## src/rtl/fifo_burst_reader_pkg.sv

```systemverilog
// rtl/fifo_burst_reader_pkg.sv - shared state encodings and constants for the FIFO burst reader
package fifo_burst_reader_pkg;

    typedef enum logic [1:0] {
        ST_IDLE  = 2'd0,
        ST_BURST = 2'd1,
        ST_DRAIN = 2'd2
    } state_e;

    localparam int BURST_CNT_W = 16;

endpackage

```

## src/rtl/fifo_burst_out_reg.sv

```systemverilog
// rtl/fifo_burst_out_reg.sv - registered valid/ready output stage with load/hold control
module fifo_burst_out_reg #(
    parameter int W = 9
) (
    input  logic         clk_i,
    input  logic         reset_i,
    input  logic         load_i,
    input  logic [W-1:0] data_i,
    input  logic         ready_i,
    output logic         can_load_o,
    output logic         valid_o,
    output logic [W-1:0] data_o
);

    logic         valid_q, valid_d;
    logic [W-1:0] data_q, data_d;

    assign can_load_o = ~valid_q | ready_i;
    assign valid_o    = valid_q;
    assign data_o     = data_q;

    // The MSB of the payload is the last flag; it drops with valid so it never lingers.
    always_comb begin
        valid_d = valid_q;
        data_d  = data_q;
        if (load_i) begin
            valid_d = 1'b1;
            data_d  = data_i;
        end else if (valid_q && ready_i) begin
            valid_d       = 1'b0;
            data_d[W-1]   = 1'b0;
        end
    end

    always_ff @(posedge clk_i or posedge reset_i) begin
        if (reset_i) begin
            valid_q <= 1'b0;
            data_q  <= '0;
        end else begin
            valid_q <= valid_d;
            data_q  <= data_d;
        end
    end

endmodule

```

## src/rtl/fifo_burst_reader.sv

```systemverilog
// rtl/fifo_burst_reader.sv - groups show-ahead FIFO words into bursts on a valid/ready stream
module fifo_burst_reader
    import fifo_burst_reader_pkg::*;
#(
    parameter int AW        = 3,
    parameter int DW        = 8,
    parameter int BURST_LEN = 4,
    parameter int TIMEOUT   = 15,
    parameter int TW        = 4
) (
    input  logic                   clk_i,
    input  logic                   reset_i,
    input  logic [AW:0]            fifo_num_val_i,
    input  logic [DW-1:0]          fifo_dout_i,
    output logic                   fifo_rd_o,
    input  logic                   flush_i,
    output logic                   m_valid_o,
    input  logic                   m_ready_i,
    output logic [DW-1:0]          m_data_o,
    output logic                   m_last_o,
    output logic [AW:0]            m_len_o,
    output logic                   busy_o,
    output logic [BURST_CNT_W-1:0] burst_cnt_o
);

    localparam logic [AW:0] BURST_LEN_C = (AW+1)'(BURST_LEN);
    localparam logic [AW:0] REM_ONE     = (AW+1)'(1);
    localparam logic [TW-1:0] TIMEOUT_C = TW'(TIMEOUT);

    state_e                 state_q, state_d;
    logic [TW-1:0]          timer_q, timer_d;
    logic [AW:0]            rem_q, rem_d;
    logic [AW:0]            len_q, len_d;
    logic [BURST_CNT_W-1:0] burst_cnt_q, burst_cnt_d;

    logic          load;
    logic          can_load;
    logic [DW:0]   out_payload;

    fifo_burst_out_reg #(
        .W (DW + 1)
    ) u_out_reg (
        .clk_i      (clk_i),
        .reset_i    (reset_i),
        .load_i     (load),
        .data_i     ({(rem_q == REM_ONE), fifo_dout_i}),
        .ready_i    (m_ready_i),
        .can_load_o (can_load),
        .valid_o    (m_valid_o),
        .data_o     (out_payload)
    );

    assign m_last_o    = out_payload[DW];
    assign m_data_o    = out_payload[DW-1:0];
    assign m_len_o     = len_q;
    assign burst_cnt_o = burst_cnt_q;
    assign busy_o      = (state_q != ST_IDLE) | m_valid_o;
    // Pops depend only on FSM state and the output handshake, never on the FIFO count.
    assign fifo_rd_o   = load;

    always_comb begin
        state_d     = state_q;
        timer_d     = timer_q;
        rem_d       = rem_q;
        len_d       = len_q;
        burst_cnt_d = burst_cnt_q;
        load        = 1'b0;
        case (state_q)
            ST_IDLE: begin
                if (fifo_num_val_i == '0) begin
                    timer_d = '0;
                end else if (timer_q != TIMEOUT_C) begin
                    timer_d = timer_q + TW'(1);
                end
                if (fifo_num_val_i >= BURST_LEN_C) begin
                    state_d = ST_BURST;
                    len_d   = BURST_LEN_C;
                    rem_d   = BURST_LEN_C;
                    timer_d = '0;
                end else if ((fifo_num_val_i != '0) && ((timer_q == TIMEOUT_C) || flush_i)) begin
                    state_d = ST_BURST;
                    len_d   = fifo_num_val_i;
                    rem_d   = fifo_num_val_i;
                    timer_d = '0;
                end
            end
            ST_BURST: begin
                load = can_load && (rem_q != '0);
                if (load) begin
                    rem_d = rem_q - REM_ONE;
                    if (rem_q == REM_ONE) begin
                        state_d = ST_DRAIN;
                    end
                end
            end
            ST_DRAIN: begin
                if (m_valid_o && m_ready_i && m_last_o) begin
                    burst_cnt_d = burst_cnt_q + BURST_CNT_W'(1);
                    state_d     = ST_IDLE;
                end
            end
            default: begin
                state_d = ST_IDLE;
            end
        endcase
    end

    always_ff @(posedge clk_i or posedge reset_i) begin
        if (reset_i) begin
            state_q     <= ST_IDLE;
            timer_q     <= '0;
            rem_q       <= '0;
            len_q       <= '0;
            burst_cnt_q <= '0;
        end else begin
            state_q     <= state_d;
            timer_q     <= timer_d;
            rem_q       <= rem_d;
            len_q       <= len_d;
            burst_cnt_q <= burst_cnt_d;
        end
    end

endmodule

```

## config.mk

```make
export PLATFORM = sky130hd
export DESIGN_NAME = fifo_burst_reader
export DESIGN_NICKNAME = d
export VERILOG_FILES = /design/src/rtl/fifo_burst_reader_pkg.sv /design/src/rtl/fifo_burst_out_reg.sv /design/src/rtl/fifo_burst_reader.sv
export SDC_FILE = /design/constraint.sdc
export NUM_CORES = 1
export LEC_CHECK = 0
export ABC_AREA = 1
export CAP_MARGIN = 20
export CORE_MARGIN = 2
export CORE_UTILIZATION = 49
export DETAILED_ROUTE_END_ITERATION = 8
export GPL_TIMING_DRIVEN = 0
export PLACE_DENSITY = 0.79
export SYNTH_ARGS = -nofsm -noshare
export SYNTH_HDL_FRONTEND = slang
export SYNTH_SLANG_ARGS = --single-unit
```

## constraint.sdc

```tcl
create_clock -name clk_i -period 1.7 [get_ports clk_i]
set_clock_uncertainty 0.15 [all_clocks]
set_input_delay 0.17 -clock clk_i [delete_from_list [all_inputs] [get_ports clk_i]]
set_output_delay 0.17 -clock clk_i [all_outputs]
set_load 0.05 [all_outputs]
```

==> metrics.cfg <==
[pwr]
p_per_area_mw_per_mm2=1560
p_leak_nw=1.43
swShare=0.460
clockPowerShare=0.151
power.total_mw=4.32
p_comb_frac=0.531
seq_power_share=0.317
ir_worst_vdd_mv=1.60
power_switching_mw=1.99
p_int_mw=2.33

[synthesis]
synthTopCellsByArea=dfrtp_1 49%, nand2_1 15%, inv_1 4.9%, nand3_1 4.1%, o21ai_0 4.1%
synth-async-reset-ratio=1.00
synth-seq-cells=40
yosysMostFrequentCell=nand2_1
synth_nets=268
synth_top_area_share=0.487
syn_area_mm2=0.00205
synth_top_area_cell=dfrtp_1
avgSynthCellArea_um2=8.28
ys_seq_area_frac=0.487
synth-edff-count=0
synth_warnings=0
syn_inst=248
synthFlopType=dfrtp_1
synthTopCellsByCount=82 x nand2_1, 40 x dfrtp_1, 27 x inv_1
synth_cell_types=26

[clocking]
cts-buffers-inserted=5
clock-sinks=40
clk_pin_slew_ps=70
insertion_delay_ps=290
cts_root_buffer=clkbuf_8
clk_path_buf_depth=2
cts_hold_buf=0
cts_max_level=2
cts_tree=yes

[cells_and_area]
nets=333
final_cells=364
antenna_cells=0
drive_above_1_share=0.156
synthToLayoutAreaGrowth_pct=34.5

[place]
place_congestion=0.828
dp_cells=345
portBuffers=47
detailed_place_hpwl_mm=3.02

[sta]
worst_pin_slew_ps=841
rsz0062_at_grt=yes
setup_viol=0
fmaxAchievable_ghz=0.591
hold_viol=0
relSlewSlack=0.439
finalCritPeriodShare=0.995
finalCriticalPeriod_ps=1690
hold_slack_ps=214
maxSlewViolCount=0

[grt]
grt_pass1_wl_mm=7.11
grt_overflow=0
grt_max_degree=41
grt_use_total=0.202
grt_pass1_vias=1651
antenna_found_initial=0

[critical_path]
timing.rr.start=rem_q[0]$_DFFE_PP0P_
crit_type=flop to output pin
cp_data_required_time_ps=1380
crit_fanout=7
cp-start-kind=flop
r2r_cells=8
end_kind=output pin
regToRegEndpoint=rem_q[2]$_DFFE_PP0P_
r2r_slack_ps=100
critPathArrivalTime_ps=1370

[run]
drv_cap=0

[drt]
via_per_inst=4.93
vias=1796
route.detailed.drc=0
wl_per_cell_um=12.0
ant_nets=0
dr.pass1.iters=4
wirelength_mm=4.39
drt_iter0_drc=156

[floorplanning]
start_util=0.510
die_h_um=68.8
io_pins=48
row_count=23
die_x_um=68.8
fp.dieArea_mm2=0.00473
coreArea_mm2=0.00403

[run_status]
status=finished, final reports clean

[worst_hold_path]
hp-class=input port to async pin

==> metrics by stage <==
step | utilization | setup slack [ps] | area (µm²) | TNS [ps]
after floorplan | - | -18.1 | 2060 | -18.1
after global placement | 0.643 | -581 | 2590 | -17810
after detailed placement | 0.643 | -583 | 2590 | -1200
after CTS | 0.660 | -93.9 | 2660 | -93.9
after global routing | 0.686 | -38.1 | 2760 | -45.0
final | 0.686 | 9.18 | 2760 | 0
==> critical path, cell delays in order, from the launching register on <==
cell and delay (ps):
dfrtp_1 390, inv_2 70, ha_4 170, nand3_4 90, nand3_4 110, inv_6 100
buf_8 140
==> cell usage in the layout (no fill, tap or decap), types with 7 or more instances in the layout <==
master	Yosys	layout
nand3_1	17	16
nor2_1	18	17
o21ai_0	17	17
inv_1	27	24
nand2_1	82	82
xnor2_1	7	7
dfrtp_1	40	36
buf_4	0	11
clkdlybuf4s50_1	0	15
dlygate4sd2_1	0	30
==> power groups by stage <==
stage	registers, mW	clock network [mW]	logic, mW
floorplan	1.91	0	0.897
global placement	1.38	0	1.99
detailed placement	1.39	0	2.02
CTS	1.37	0.672	1.98
global route	1.41	0.711	2.52
finish	1.37	0.654	2.30
==> layer usage <==
| metal | part of all wire | track usage |
|---|---|---|
| met5 | 0 | 0 |
| met4 | 0.017 | 0.0882 |
| met3 | 0.054 | 0.0649 |
| met2 | 0.48 | 0.327 |
| met1 | 0.45 | 0.246 |
==> flip-flops by register name, indices dropped and copies added (netlist names) <==
name / flops
u_out_reg.data_o: 9
burst_cnt_o: 16
m_len_o: 4
u_out_reg.valid_o: 1
timer_q: 4
state_q: 2
rem_q: 4
==> kinds of logic after synthesis <==
group,synth area share
xor gates and xnor gates,0.0506
and+or+nand+nor,0.328
AOI/OAI and AO/OA,0.0512
DFF,0.487
adders and majority gates,0.0244
buffers and inverters,0.0585
==> worst max-delay path by stage <==
stage / from / slack (ps) / endpoint / cells past startpoint
2_1_floorplan: burst_cnt_o[2]$_DFFE_PP0P_ / -20 / burst_cnt_o[15]$_DFFE_PP0P_ / 7
3_3_place_gp: m_ready_i / -580 / fifo_rd_o / 5
3_5_place_dp: m_ready_i / -580 / fifo_rd_o / 5
4_1_cts: state_q[0]$_DFFE_PP0P_ / -90 / fifo_rd_o / 5
5_1_grt: rem_q[0]$_DFFE_PP0P_ / -40 / fifo_rd_o / 6
6_report: rem_q[0]$_DFFE_PP0P_ / 9 / fifo_rd_o / 6
==> area by class of cell <==
cell class / count / area (µm²)
fill: 331 / 1270
sequential: 40 / 1010
multi-input combinational: 178 / 963
timing repair buffer: 58 / 515
inverter: 29 / 114
clock buffer: 8 / 90.1
tap: 50 / 62.6
buffer: 1 / 11.3
==> timing repair <==
item,CTS,global route
setup endpoints to repair,32,1
gates resized for setup,50,5
pin swaps,1,3
cloned,0,0
setup buffers,0,11
Note: power is estimated with default switching activity, not from simulation.
